===== config.mk =====
export PLATFORM = sky130hd
export DESIGN_NAME = multicycle_cu
export DESIGN_NICKNAME = d
export VERILOG_FILES = /design/src/rtl/multicycle_cu.sv
export SDC_FILE = /design/constraint.sdc
export NUM_CORES = 1
export LEC_CHECK = 0
export CORE_ASPECT_RATIO = 1.75
export CORE_MARGIN = 1.5
export CORE_UTILIZATION = 40
export CTS_BUF_LIST = sky130_fd_sc_hd__clkbuf_4 sky130_fd_sc_hd__clkbuf_8
export DETAILED_ROUTE_END_ITERATION = 7
export PLACE_DENSITY = 0.77
export SLEW_MARGIN = 20
export SYNTH_ARGS = -nofsm -noshare
export SYNTH_HDL_FRONTEND = slang
export SYNTH_SLANG_ARGS = --single-unit

===== constraint.sdc =====
create_clock -name clk -period 2.4 [get_ports clk]
set_input_delay 0.48 -clock clk [delete_from_list [all_inputs] [get_ports clk]]
set_output_delay 0.48 -clock clk [all_outputs]
set_load 0.1 [all_outputs]

===== src/rtl/multicycle_cu.sv =====
// multicycle_cu: RV32I multi-cycle control unit sequencing FETCH/DECODE/EXEC/MEM/WB
// Ports:
//   clk, reset (async, active-low)
//   imem_ack/instr    : instruction fetch handshake response
//   dmem_ack, alu_cmp : data memory completion, branch condition from ALU
//   imem_req, dmem_req, dm_we                  : memory requests
//   rf_we, pc_write, pc_sel, op1_sel, op2_sel  : datapath control
//   wb_sel, func3, subsra                      : datapath control
//   rs1, rs2, rd                               : register fields from IR
//   illegal, timeout  : sticky faults
//   retired_cnt       : completed instructions
//   state             : current FSM state
module multicycle_cu #(
  parameter int XLEN        = 32,
  parameter int MEM_TIMEOUT = 16,
  parameter bit CNT_EN      = 1'b1
) (
  input  logic            clk,
  input  logic            reset,
  input  logic            imem_ack,
  input  logic [31:0]     instr,
  input  logic            dmem_ack,
  input  logic            alu_cmp,
  output logic            imem_req,
  output logic            dmem_req,
  output logic            dm_we,
  output logic            rf_we,
  output logic            pc_write,
  output logic [1:0]      pc_sel,
  output logic            op1_sel,
  output logic            op2_sel,
  output logic [1:0]      wb_sel,
  output logic [4:0]      rs1,
  output logic [4:0]      rs2,
  output logic [4:0]      rd,
  output logic [2:0]      func3,
  output logic            subsra,
  output logic            illegal,
  output logic            timeout,
  output logic [XLEN-1:0] retired_cnt,
  output logic [2:0]      state
);
  localparam logic [2:0] S_FETCH = 3'd0;
  localparam logic [2:0] S_DEC   = 3'd1;
  localparam logic [2:0] S_EXEC  = 3'd2;
  localparam logic [2:0] S_MEM   = 3'd3;
  localparam logic [2:0] S_WB    = 3'd4;
  localparam logic [2:0] S_HALT  = 3'd7;
  localparam logic [7:0] WAIT_MAX = 8'(MEM_TIMEOUT - 1);
  logic [31:0] ir;
  logic [2:0]  state_nx;
  logic [7:0]  wait_cnt;
  logic        run;
  logic        taken;
  logic        is_r, is_i, is_ld, is_st, is_br, is_jal, is_jalr, is_lui, is_aui;
  logic        legal, wr_op, rs1_op, addr_op;
  logic        waiting, expire, in_wb, in_x, br_t;
  logic        unused_ir;
  assign is_r    = ir[6:0] == 7'b0110011;
  assign is_i    = ir[6:0] == 7'b0010011;
  assign is_ld   = ir[6:0] == 7'b0000011;
  assign is_st   = ir[6:0] == 7'b0100011;
  assign is_br   = ir[6:0] == 7'b1100011;
  assign is_jal  = ir[6:0] == 7'b1101111;
  assign is_jalr = ir[6:0] == 7'b1100111;
  assign is_lui  = ir[6:0] == 7'b0110111;
  assign is_aui  = ir[6:0] == 7'b0010111;
  assign legal   = is_r | is_i | is_ld | is_st | is_br | is_jal | is_jalr | is_lui | is_aui;
  assign wr_op   = is_r | is_i | is_ld | is_jal | is_jalr | is_lui | is_aui;
  assign rs1_op  = is_r | is_i | is_ld | is_st | is_jalr | is_br;
  // ops whose ALU use is an address/target add rather than a func3-selected function
  assign addr_op = is_ld | is_st | is_jal | is_jalr | is_aui | is_lui;
  assign rs1 = ir[19:15];
  assign rs2 = ir[24:20];
  assign rd  = ir[11:7];
  assign unused_ir = ^{ir[31], ir[29:25]};
  // run holds requests low until the first edge after reset release
  assign waiting = run && (state == S_FETCH || state == S_MEM);
  // the last allowed wait cycle: no ack now means the count reaches MEM_TIMEOUT
  assign expire  = wait_cnt == WAIT_MAX;
  assign in_wb   = state == S_WB;
  assign in_x    = state == S_EXEC || state == S_MEM || state == S_WB;
  // taken branch reuses the ALU in WB for pc + imm
  assign br_t    = in_wb && is_br && taken;
  always_ff @(posedge clk or negedge reset)
    if (!reset) state <= S_FETCH;
    else state <= state_nx;
  always_comb begin
    state_nx = S_HALT;
    case (state)
      S_FETCH: state_nx = !run ? S_FETCH : imem_ack ? S_DEC : expire ? S_HALT : S_FETCH;
      S_DEC:   state_nx = legal ? S_EXEC : S_HALT;
      S_EXEC:  state_nx = (is_ld || is_st) ? S_MEM : S_WB;
      S_MEM:   state_nx = dmem_ack ? S_WB : expire ? S_HALT : S_MEM;
      S_WB:    state_nx = S_FETCH;
      default: state_nx = S_HALT;
    endcase
  end
  always_ff @(posedge clk or negedge reset)
    if (!reset) begin
      run         <= 1'b0;
      ir          <= '0;
      taken       <= 1'b0;
      wait_cnt    <= '0;
      illegal     <= 1'b0;
      timeout     <= 1'b0;
      retired_cnt <= '0;
    end else begin
      run <= 1'b1;
      if (state == S_FETCH && run && imem_ack) ir <= instr;
      if (state == S_EXEC) taken <= is_br && alu_cmp;
      // any state change clears the count, so entry to FETCH or MEM starts at 0
      wait_cnt <= (state_nx != state) ? 8'd0 : waiting ? wait_cnt + 8'd1 : wait_cnt;
      if (state == S_DEC && !legal) illegal <= 1'b1;
      if (waiting && state_nx == S_HALT) timeout <= 1'b1;
      if (CNT_EN && in_wb) retired_cnt <= retired_cnt + XLEN'(1);
    end
  always_comb begin
    imem_req = run && state == S_FETCH;
    dmem_req = state == S_MEM;
    dm_we    = state == S_MEM && is_st;
    rf_we    = in_wb && wr_op && ir[11:7] != 5'd0;
    pc_write = in_wb;
    pc_sel   = !in_wb ? 2'b00 : is_jal ? 2'b01 : is_jalr ? 2'b10 : br_t ? 2'b01 : 2'b00;
    wb_sel   = !in_wb ? 2'b00 : is_ld ? 2'b00 : (is_jal || is_jalr) ? 2'b10 : is_lui ? 2'b11 : 2'b01;
    op1_sel  = in_x && rs1_op && !br_t;
    op2_sel  = in_x && (is_i || is_ld || is_st || is_jal || is_jalr || is_aui || br_t);
    // MEM hands the true func3 to the data memory for access width
    func3    = (in_x && state != S_MEM && (addr_op || br_t)) ? 3'b000 : ir[14:12];
    subsra   = (is_r || (is_i && ir[14:12] == 3'b101)) && ir[30];
  end
endmodule


==> metrics.cfg, run 1 <==
[cells_and_area]
postLayoutCellArea_mm2=0.00545
post_route_cells_drive_above_1_share=0.392
final_cell_mix=74 x sky130_fd_sc_hd__buf_4, 60 x sky130_fd_sc_hd__dfrtp_1, 29 x sky130_fd_sc_hd__clkdlybuf4s50_1, 21 x sky130_fd_sc_hd__nand2_1, 21 x sky130_fd_sc_hd__xnor2_1
n_antenna_cell=0
finish.net_count=493
fillerInstances=758
multi_input_logic_area_mm2=0.00198
area_taken_by_flip_flops_and_latches_mm2=0.00185
finish.utilization=0.583
area_growth_pct=43.1
final_common_cell=sky130_fd_sc_hd__buf_4

[grt]
grt.total_usage=0.187
grt_first_pass_wirelength_um=14900
gr-total-overflow=0
antenna_found_initial=0
first_global_vias=3093
grt_start_max_net_pins=46

[timing]
final_period_minus_worst_setup_slack_ns=2.55
timing.slew.headroom=0.593
setup_viol=10
worst_clock_skew_ns=0.00894
final.setup.worst_slack_ns=-0.145
worst_slew_pin_tran_ns=0.611
final-max-slew-violation-count=0
clock.fmax_mhz=393
rsz0062_at_grt=true
hold_violations=0
min_period_over_period=1.06

[synthesis]
synth_top_flop_cell=sky130_fd_sc_hd__dfrtp_1
async_flop_share=1.00
synth.avg_cell_area_um2=11.0
number_of_synthesis_warnings=0
synthesized_cell_area_mm2=0.00381
synth_fp_nets=385
yosys.cell_types.count=58
synth_sequential_area_ratio=0.479
post-synth-top-area-fraction=0.479
synth_top_cell_by_area=sky130_fd_sc_hd__dfrtp_1
synth_edf_count=0
synth.ff_latch_count=73
syn-instance-count=346
synthTopCellsByArea=sky130_fd_sc_hd__dfrtp_1 48%, sky130_fd_sc_hd__mux2_1 5.9%, sky130_fd_sc_hd__xnor2_1 4.8%

[floorplan]
initial_core_utilization=0.407
ios=104
placeableCoreArea_mm2=0.00935
die_outline_width_um=76.8
placement_rows=47
floorplan.die_area_mm2=0.0101
dieHeight_um=132

[pwr]
powerDensity_mw_per_mm2=429
intPower_mw=1.79
switching_power_mw=0.542
clock_power_share=0.421
worst_ir_drop_vdd_uv=369
leakagePower_nw=2.51
power_frac_comb=0.043
share_seq_of_total_power=0.537
power_switching_share=0.232

[clock_tree]
clock_insertion_delay_worst_skew_ns=0.36
worst_setup_hold_path_clk_slew_ns=0.08
cts_tree=built
clock_tree.root_cell=sky130_fd_sc_hd__clkbuf_8
cts_made_buffers=9
cts-htree-levels=3
cts-root-to-sink-buffers=2
clock_sink_count=73

[placed_design]
dpl-instance-area_mm2=0.00499
routability_congestion_estimate_from_global_placement=0.809
place.port_buffers=97
hpwl_after_dpl_um=6730

[worst_setup_path]
timing.rr.start=state[2]
timing.rr.end=ir[16]
ff2ff_path_depth=6
cp-end-kind=output pin
path_class=flop to output pin
timing.critical_path.from_type=flop
worst_ep_arrival_time_ns=2.07
worst-path-max-fanout=4
critical_path_required_ns=1.92
setup.reg_to_reg.worst_slack_ns=0.32

[status]
violations=setup timing
status=finished, violations left

[min_path]
worst_hold_path_type=input pin to asynchronous set/reset pin

[drt]
wl_per_cell_um=16.0
drc=0
vias_per_cell=5.26
routed-via-count=3055
detailedRoute.firstIterationViolations=138
drt_wl_total_um=9290
drt_first_pass_iters=4
final_antenna_net_count=0

[run]
cap_viol_max_count=0

## flip-flops by register name, summed over array words and instances, names as in the netlist
| signal | count |
|---|---|
| illegal | 1 |
| ir | 26 |
| retired_cnt | 32 |
| run | 1 |
| state | 3 |
| taken | 1 |
| timeout | 1 |
| wait_cnt | 8 |
## through the flow
stage / total power, mW / worst slack (ns) / hold WS (ns) / TNS (ns) / std cells
global placement: 1.38 / 0.0819 / 0.460 / 0 / 554
detailed placement: 1.38 / 0.0834 / 0.459 / 0 / 554
global route: 2.43 / -0.213 / 0.176 / -1.36 / 581
CTS: 2.37 / -0.140 / 0.145 / -0.815 / 575
floorplan: 1.29 / -0.864 / 0.184 / -4.67 / 346
finish: 2.34 / -0.145 / 0.123 / -0.832 / 581
## critical path, cell delays in order (launching register included)
cell                         delay, ns
sky130_fd_sc_hd__dfrtp_2          0.40
sky130_fd_sc_hd__or3b_4           0.26
sky130_fd_sc_hd__buf_8            0.11
sky130_fd_sc_hd__clkinvlp_4       0.15
sky130_fd_sc_hd__a31oi_4          0.22
sky130_fd_sc_hd__a21oi_2          0.08
sky130_fd_sc_hd__nor3_4           0.26
sky130_fd_sc_hd__buf_12           0.21
## per-layer routing
| layer | routed length [um] | global-route usage | part of all wire | vias to the layer above |
|---|---|---|---|---|
| met2 | 5150 | 0.337 | 0.55 | 89 |
| li1 | - | - | - | 1450 |
| met4 | 291 | 0.105 | 0.031 | 0 |
| met3 | 360 | 0.0339 | 0.039 | 21 |
| met5 | 0 | 0 | 0 | - |
| met1 | 3480 | 0.201 | 0.37 | 1495 |
## timing repair
item / 4_1_cts / 5_1_grt
pin swaps: 6 / 11
buffers inserted: 5 / 10
gates resized for setup: 11 / 27
hold buffers: 0 / 0
setup endpoints to repair: 12 / 13
hold endpoints to repair: 0 / 0
## power by group through the flow
stage,Clock [mW],Combinational (mW),Sequential [mW]
final,0.982,0.0998,1.25
after global placement,0,0.0998,1.28
after detailed placement,0,0.102,1.28
after floorplan,0,0.0195,1.27
after CTS,1.01,0.103,1.25
after global routing,1.07,0.112,1.26
## worst max path at each step
stage	from	cells after the start	slack, ns	end
after global placement	state[0]	6	0.08	func3[2]
after detailed placement	state[0]	6	0.08	func3[0]
after CTS	state[0]	7	-0.14	op1_sel
final	state[2]	7	-0.15	op1_sel
after global routing	state[2]	7	-0.21	op1_sel
after floorplan	state[0]	7	-0.86	op1_sel
## final cells by class
| cell class | count | area share |
|---|---|---|
| multi-input cells | 238 | 0.363 |
| well taps | 122 | 0.0280 |
| clock inverters | 6 | 0.0124 |
| clock buffers | 10 | 0.0241 |
| inverters | 7 | 0.00643 |
| repair buffers | 125 | 0.227 |
| flip-flops and latches | 73 | 0.339 |
## cell usage after synthesis, drive strengths merged (2+ instances only)
cell type and instances:
ha 2, nor2 13, nor3 21, xor2 18, mux2 26, o21ai 5
a211oi 3, clkbuf 8, and4 3, o22ai 2, nor4 15, inv 7
dfrtp 73, and2 7, buf 20, o31ai 2, and4b 3, nand4 10
nand3 15, nor2b 3, xnor2 21, nand2 22, a31oi 3, nor3b 2
or4 5, nand2b 7, and3 5, nand4bb 3, a21oi 7
## cell families after synthesis
logic type | after synthesis | synth area share
muxes | 27 | 0.0795
buffers and inverters | 35 | 0.0555
and+or+nand+nor | 140 | 0.238
adders and majority gates | 2 | 0.00657
other | 1 | 0.000984
DFF | 73 | 0.479
xor gates and xnor gates | 39 | 0.0897
AOI/OAI and AO/OA | 29 | 0.0499
Power figures use the tool's default switching activity.
==> run 2, diff against run 1 <==
Settings changed: CORE_ASPECT_RATIO 1.75 to 1.25.
==> run 2 against run 1 <==
Net effect:
- the flow still finishes with violations (setup timing)
- worst setup slack improved by 0.028 ns
- non-clock buffer count fell by 3
- via count fell by 0.16%
- die area fell by 0.19%
- clock-buffer cell count did not move
- final cell count fell by 0.34%
- highest routed layer unchanged
==> metrics.cfg, run 2 (synthesis results as in run 1) <==
[clock_tree]
worst_setup_hold_path_clk_slew_ns=0.08  ; about the same
clock_insertion_delay_worst_skew_ns=0.35  ; about the same
cts-root-to-sink-buffers=2  ; unchanged
cts-htree-levels=3  ; unchanged
cts_tree=built
cts_made_buffers=9  ; unchanged
clock_tree.root_cell=sky130_fd_sc_hd__clkbuf_8
clock_sink_count=73  ; unchanged

[worst_setup_path]
timing.rr.end=ir[8]
timing.critical_path.from_type=flop
path_class=flop to output pin
cp-end-kind=output pin
worst-path-max-fanout=5  ; +1
ff2ff_path_depth=5  ; -1
critical_path_required_ns=1.92  ; about the same
setup.reg_to_reg.worst_slack_ns=0.32  ; about the same
timing.rr.start=state[0]
worst_ep_arrival_time_ns=2.04  ; -0.03 ns

[drt]
detailedRoute.firstIterationViolations=142  ; +2.9%
routed-via-count=3050  ; -0.16%
vias_per_cell=5.27  ; +0.18%
wl_per_cell_um=16.0  ; +0.12%
final_antenna_net_count=0  ; unchanged
drc=0  ; unchanged
drt_first_pass_iters=4  ; unchanged
drt_wl_total_um=9270  ; -0.23%

[cells_and_area]
post_route_cells_drive_above_1_share=0.379  ; -0.0128
final_common_cell=sky130_fd_sc_hd__buf_4
registers.top_by_ff_count=retired_cnt
n_antenna_cell=0  ; unchanged
multi_input_logic_area_mm2=0.00195  ; -1.4%
area_taken_by_flip_flops_and_latches_mm2=0.00185  ; unchanged
largest_reg_flops=32  ; unchanged
final_cell_mix=73 x sky130_fd_sc_hd__buf_4, 60 x sky130_fd_sc_hd__dfrtp_1, 29 x sky130_fd_sc_hd__clkdlybuf4s50_1, 21 x sky130_fd_sc_hd__nand2_1, 21 x sky130_fd_sc_hd__xnor2_1
area_growth_pct=42.8
post_layout_nonfiller_instances=579  ; -0.34%
top_regs=retired_cnt (32), ir (26), wait_cnt (8)
finish.net_count=490  ; -0.61%
fillerInstances=751  ; -0.92%

[floorplan]
ios=104  ; unchanged
floorplan.die_area_mm2=0.0101  ; -0.19%
die_outline_width_um=90.3  ; +18%
dieHeight_um=112  ; -15%
placement_rows=39  ; -17%
placeableCoreArea_mm2=0.00922  ; -1.4%
initial_core_utilization=0.413  ; +0.00564

[status]
violations=setup timing
status=finished, violations left

[timing]
min_period_over_period=1.05  ; -0.0115
timing.hold.ws_ns=0.0834  ; -0.0400 ns
final.setup.tns_ns=-0.597  ; +0.234 ns
rsz0062_at_grt=true
hold_violations=0  ; unchanged
worst_slew_pin_tran_ns=0.654  ; +0.0432 ns
final-max-slew-violation-count=0  ; unchanged
worst_clock_skew_ns=0.0100  ; +0.00109 ns
final.setup.worst_slack_ns=-0.118  ; +0.0276 ns
setup_viol=10  ; unchanged
timing.slew.headroom=0.560  ; -0.0328
final_period_minus_worst_setup_slack_ns=2.52  ; -0.0276 ns
clock.fmax_mhz=397  ; +1.1%

[grt]
first_global_vias=3017  ; -2.5%
grt.total_usage=0.179  ; -0.00735
gr-total-overflow=0  ; unchanged
antenna_found_initial=0  ; unchanged
grt_first_pass_wirelength_um=14600  ; -2.5%
grt_start_max_net_pins=40  ; -13%

[pwr]
share_seq_of_total_power=0.490  ; -0.047
power.total_mw=2.56  ; +9.5%
clock_power_share=0.471  ; +0.050
switching_power_mw=0.538  ; -0.91%
intPower_mw=2.02  ; +13%
powerDensity_mw_per_mm2=470  ; +9.7%
power_switching_share=0.210  ; -0.0220
leakagePower_nw=2.53  ; +0.76%
worst_ir_drop_vdd_uv=293  ; -20%
power_frac_comb=0.039  ; -0.004

[placed_design]
routability_congestion_estimate_from_global_placement=0.810  ; about the same
hpwl_after_dpl_um=6460  ; -4.1%
place.port_buffers=97  ; unchanged
placed_cells=551  ; -0.54%

[min_path]
worst_hold_path_type=input pin to asynchronous set/reset pin

[run]
cap_viol_max_count=0  ; unchanged

## run 2: cell types whose count changed in the layout (fill, tap and decap cells not counted), sizes merged
cell      change
buf           -3
bufinv        +2
clkinvlp      -2
## run 2: power groups by stage
stage               combinational (mW)  sequential, mW  clock (mW)
floorplan                       0.0195            1.27           0
global placement                0.0976            1.28           0
detailed placement               0.102            1.28           0
CTS                              0.102            1.25        1.23
global route                     0.110            1.26        1.28
finish                          0.0988            1.25        1.20
## run 2: critical path, stage by stage, from the launching register on
cell                         delay, ns
sky130_fd_sc_hd__dfrtp_2          0.41
sky130_fd_sc_hd__or3b_4           0.26
sky130_fd_sc_hd__buf_6            0.12
sky130_fd_sc_hd__clkinvlp_4       0.13
sky130_fd_sc_hd__a31oi_2          0.22
sky130_fd_sc_hd__a21oi_2          0.10
sky130_fd_sc_hd__nor3_4           0.24
sky130_fd_sc_hd__buf_12           0.21
## run 2: worst max-delay path by stage
stage / startpoint / endpoint / slack [ns] / cells after the start
3_3_place_gp: state[0] / op1_sel / 0.14 / 7
6_report: state[2] / op1_sel / -0.12 / 7
5_1_grt: ir[2] / func3[0] / -0.17 / 7
4_1_cts: state[0] / op1_sel / -0.12 / 7
2_1_floorplan: state[0] / op1_sel / -0.86 / 7
3_5_place_dp: state[0] / func3[2] / 0.11 / 5
## run 2: area by class of cell
class,count,area share
Clock buffer,10,0.0253
Multi-Input combinational cell,238,0.359
Timing Repair Buffer,122,0.221
Clock inverter,6,0.0207
Inverter,7,0.00644
Tap cell,123,0.0283
Sequential cell,73,0.339
## run 2: repair_timing
| action | CTS | global route |
|---|---|---|
| setup endpoints to repair | 10 | 12 |
| hold buffers | 0 | 0 |
| cloned | 0 | 0 |
| setup buffers | 4 | 8 |
| hold endpoints to repair | 0 | 0 |
| pin swaps | 5 | 9 |
| resized for setup | 11 | 17 |
## run 2: through the flow
step,area [um2],setup WS [ns],utilization
finish,5440,-0.118,0.590
global route,5440,-0.174,0.590
CTS,5300,-0.117,0.574
detailed placement,4950,0.106,0.537
global placement,4950,0.136,0.537
floorplan,3920,-0.864,-
## run 2: metal layers
layer  wire length, um  vias to the layer above  part of all wire  GRT usage
li1                  -                     1440                 -          -
met1              3780                     1491              0.41      0.216
met2              4810                      104              0.52      0.313
met3               505                       15             0.054     0.0420
met4               180                        0             0.019     0.0656
met5                 0                        -                 0          0
==> run 3, diff against run 2 <==
Settings changed: ABC_AREA set to 1.
Clock period 2.4 ns to 3 ns, I/O delays scaled along.
==> run 3 against run 2 <==
Net effect:
- sequential power down 21%
- die area up 0.39%
- clock-buffer cell count down 1
- critical path type unchanged
- register-to-register slack better by 0.59 ns
- sequential cell count unchanged
- final cell count up 19%
- non-clock buffer count down 23
- final area down 7.5%
- via count up 9.7%
- total power down 29%
- the run now ends clean
==> metrics.cfg, run 3 <==
[status]
status=complete, no violations

[floorplan]
die_outline_width_um=90.5  ; +0.19%
placement_rows=39  ; unchanged
floorplan.die_area_mm2=0.0102  ; +0.39%
placeableCoreArea_mm2=0.00922  ; unchanged
ios=104  ; unchanged
initial_core_utilization=0.415  ; +0.00163
dieHeight_um=112  ; +0.19%

[drt]
drc=0  ; unchanged
drt_wl_total_um=8950  ; -3.5%
wl_per_cell_um=13.0  ; -19%
vias_per_cell=4.84  ; -8.1%
routed-via-count=3345  ; +9.7%
detailedRoute.firstIterationViolations=122  ; -14%
drt_first_pass_iters=4  ; unchanged
final_antenna_net_count=0  ; unchanged

[pwr]
clock_power_share=0.423  ; -0.048
powerDensity_mw_per_mm2=360  ; -23%
share_seq_of_total_power=0.544  ; +0.054
worst_ir_drop_vdd_uv=227  ; -23%
intPower_mw=1.40  ; -30%
power_switching_share=0.225  ; +0.0147
power_frac_comb=0.033  ; -0.006
power.total_mw=1.81  ; -29%
leakagePower_nw=2.44  ; -3.9%
switching_power_mw=0.407  ; -24%

[grt]
first_global_vias=3352  ; +11%
gr-total-overflow=0  ; unchanged
grt.total_usage=0.187  ; +0.00805
grt_start_max_net_pins=44  ; +10%
grt_first_pass_wirelength_um=15200  ; +4.0%
antenna_found_initial=0  ; unchanged

[min_path]
worst_hold_path_type=input pin to asynchronous set/reset pin

[worst_setup_path]
worst-path-max-fanout=11  ; +6
critical_path.max_stage_delay_ns=0.45  ; +0.04 ns
crit_path_cell_trace=nor2_2 > nand2_2 > inv_4 > nand3_1 > nand3_1 > nand3b_1 > nand3_1 > and2_2 > buf_12
critPathMostFrequentCell=sky130_fd_sc_hd__nand3_1
cp-end-kind=output pin
crit_slowest_cell=sky130_fd_sc_hd__dfrtp_2
timing.critical_path.buf_inv=2  ; -1
worst_ep_arrival_time_ns=2.22  ; +0.18 ns
path_class=flop to output pin
timing.critical_path.from_type=flop
critical_path_required_ns=2.40  ; +0.48 ns
worst_path_dominant_cell_family=simple AND/OR/NAND/NOR gates

[run]
cap_viol_max_count=0  ; unchanged

[placed_design]
dpl-instance-area_mm2=0.00483  ; -2.4%
place.port_buffers=97  ; unchanged
hpwl_after_dpl_um=6880  ; +6.5%
routability_congestion_estimate_from_global_placement=0.939  ; +16%

[synthesis]
syn-instance-count=473  ; +37%
synthMostInstantiatedCell=sky130_fd_sc_hd__nand2_1
synth.avg_cell_area_um2=8.09  ; -27%
async_flop_share=1.00  ; unchanged
number_of_synthesis_warnings=0  ; unchanged
synth_top_cell_by_area=sky130_fd_sc_hd__dfrtp_1
synth_edf_count=0  ; unchanged
synth.ff_latch_count=73  ; unchanged
synthesized_cell_area_mm2=0.00382  ; +0.39%
synthTopCellsByArea=sky130_fd_sc_hd__dfrtp_1 48%, sky130_fd_sc_hd__nand2_1 13%, sky130_fd_sc_hd__inv_1 4.7%
synth_top_flop_cell=sky130_fd_sc_hd__dfrtp_1
synth_sequential_area_ratio=0.478  ; -0.00188
synth_fp_nets=512  ; +33%
post-synth-top-area-fraction=0.478  ; -0.00188
yosys.cell_types.count=34  ; -41%
ys_top_cells_by_count=137 x sky130_fd_sc_hd__nand2_1, 73 x sky130_fd_sc_hd__dfrtp_1, 48 x sky130_fd_sc_hd__inv_1

[cells_and_area]
fillerInstances=813  ; +8.3%
postLayoutCellArea_mm2=0.00503  ; -7.5%
registers.top_by_ff_count=retired_cnt
multi_input_logic_area_mm2=0.00174  ; -11%
finish.utilization=0.546  ; -0.0445
n_antenna_cell=0  ; unchanged
final_cell_mix=137 x sky130_fd_sc_hd__nand2_1, 70 x sky130_fd_sc_hd__dfrtp_1, 60 x sky130_fd_sc_hd__buf_4, 47 x sky130_fd_sc_hd__inv_1, 36 x sky130_fd_sc_hd__nor2_1
final_common_cell=sky130_fd_sc_hd__nand2_1
largest_reg_flops=32  ; unchanged
top_regs=retired_cnt (32), ir (26), wait_cnt (8)
area_growth_pct=31.5
post_route_cells_drive_above_1_share=0.213  ; -0.166
finish.net_count=602  ; +23%
area_taken_by_flip_flops_and_latches_mm2=0.00183  ; -0.81%

[clock_tree]
worst_setup_hold_path_clk_slew_ns=0.08  ; about the same
cts-root-to-sink-buffers=2  ; unchanged
clock_sink_count=73  ; unchanged
cts_made_buffers=9  ; unchanged
cts_tree=built
clock_tree.root_cell=sky130_fd_sc_hd__clkbuf_8
cts-htree-levels=3  ; unchanged
number_of_setup_buffers_added_after_cts=0  ; -4
clock_insertion_delay_worst_skew_ns=0.34  ; about the same

[timing]
timing.slew.headroom=0.527  ; -0.0331
setup_viol=0  ; -10
worst_slew_pin_tran_ns=0.710  ; +0.0557 ns
final-max-slew-violation-count=0  ; unchanged
rsz0062_at_grt=false
final_period_minus_worst_setup_slack_ns=2.82
hold_violations=0  ; unchanged
clock.fmax_mhz=354
worst_clock_skew_ns=0.00904  ; -0.000994 ns
min_period_over_period=0.941

## run 3: layout make-up
type | instances | area share
inverters | 50 | 0.0378
clock inverters | 7 | 0.0139
flip-flops and latches | 73 | 0.364
multi-input cells | 330 | 0.345
repair buffers | 99 | 0.184
clock buffers | 9 | 0.0246
well taps | 123 | 0.0306
## run 3: path summary, 6_finish.rpt
path | start | to | slack, ns | depth (start not counted)
worst max register to register | state[1] | retired_cnt[26] | 0.91 | 10
worst max-delay path | state[1] | func3[2] | 0.18 | 9
worst min register to register | timeout | timeout | 0.47 | 2
worst min-delay path | reset | retired_cnt[0] | 0.31 | 1
min in group clk | timeout | timeout | 0.47 | 2
max in group asynchronous | reset | state[0] | 2.00 | 2
## run 3: power groups by stage
stage               Combinational [mW]  Sequential, mW  Clock, mW
floorplan                     0.000896            1.00          0
global placement                0.0619            1.00          0
detailed placement              0.0627            1.00          0
CTS                             0.0628           0.984      0.793
global route                    0.0681           0.985      0.844
finish                          0.0606           0.984      0.766
## run 3: per-stage QoR
step	hold WS (ns)	setup slack (ns)	TNS (ns)	instances
after floorplan	0.304	-0.107	-0.107	473
after global placement	0.452	0.573	0	675
after detailed placement	0.457	0.527	0	675
after CTS	0.315	0.134	0	691
after global routing	0.341	0.0122	0	691
final	0.307	0.176	0	691
## run 3: kinds of logic (layout without fill, tap and decap cells)
| group | after synthesis | in the layout | synth area share |
|---|---|---|---|
| other | 1 | 1 | 0.000980 |
| buffers and inverters | 70 | 165 | 0.0857 |
| adder cells (fa/ha/maj) | 2 | 2 | 0.00654 |
| flip-flops | 73 | 73 | 0.478 |
| AND/OR/NAND/NOR | 264 | 264 | 0.309 |
| XOR/XNOR | 35 | 35 | 0.0801 |
| AO/OA/AOI/OAI | 27 | 27 | 0.0373 |
| multiplexers | 1 | 1 | 0.00294 |
## run 3: routing by layer
layer / GRT usage / share of wire / vias up
met2: 0.308 / 0.50 / 110
met3: 0.0623 / 0.072 / 4
met5: 0 / 0 / -
met1: 0.231 / 0.42 / 1564
met4: 0.0635 / 0.0048 / 0
li1: - / - / 1667
## run 3: what timing repair did
item,4_1_cts,5_1_grt
hold buffers,0,0
resized for setup,0,1
endpoints found under the setup margin,0,3
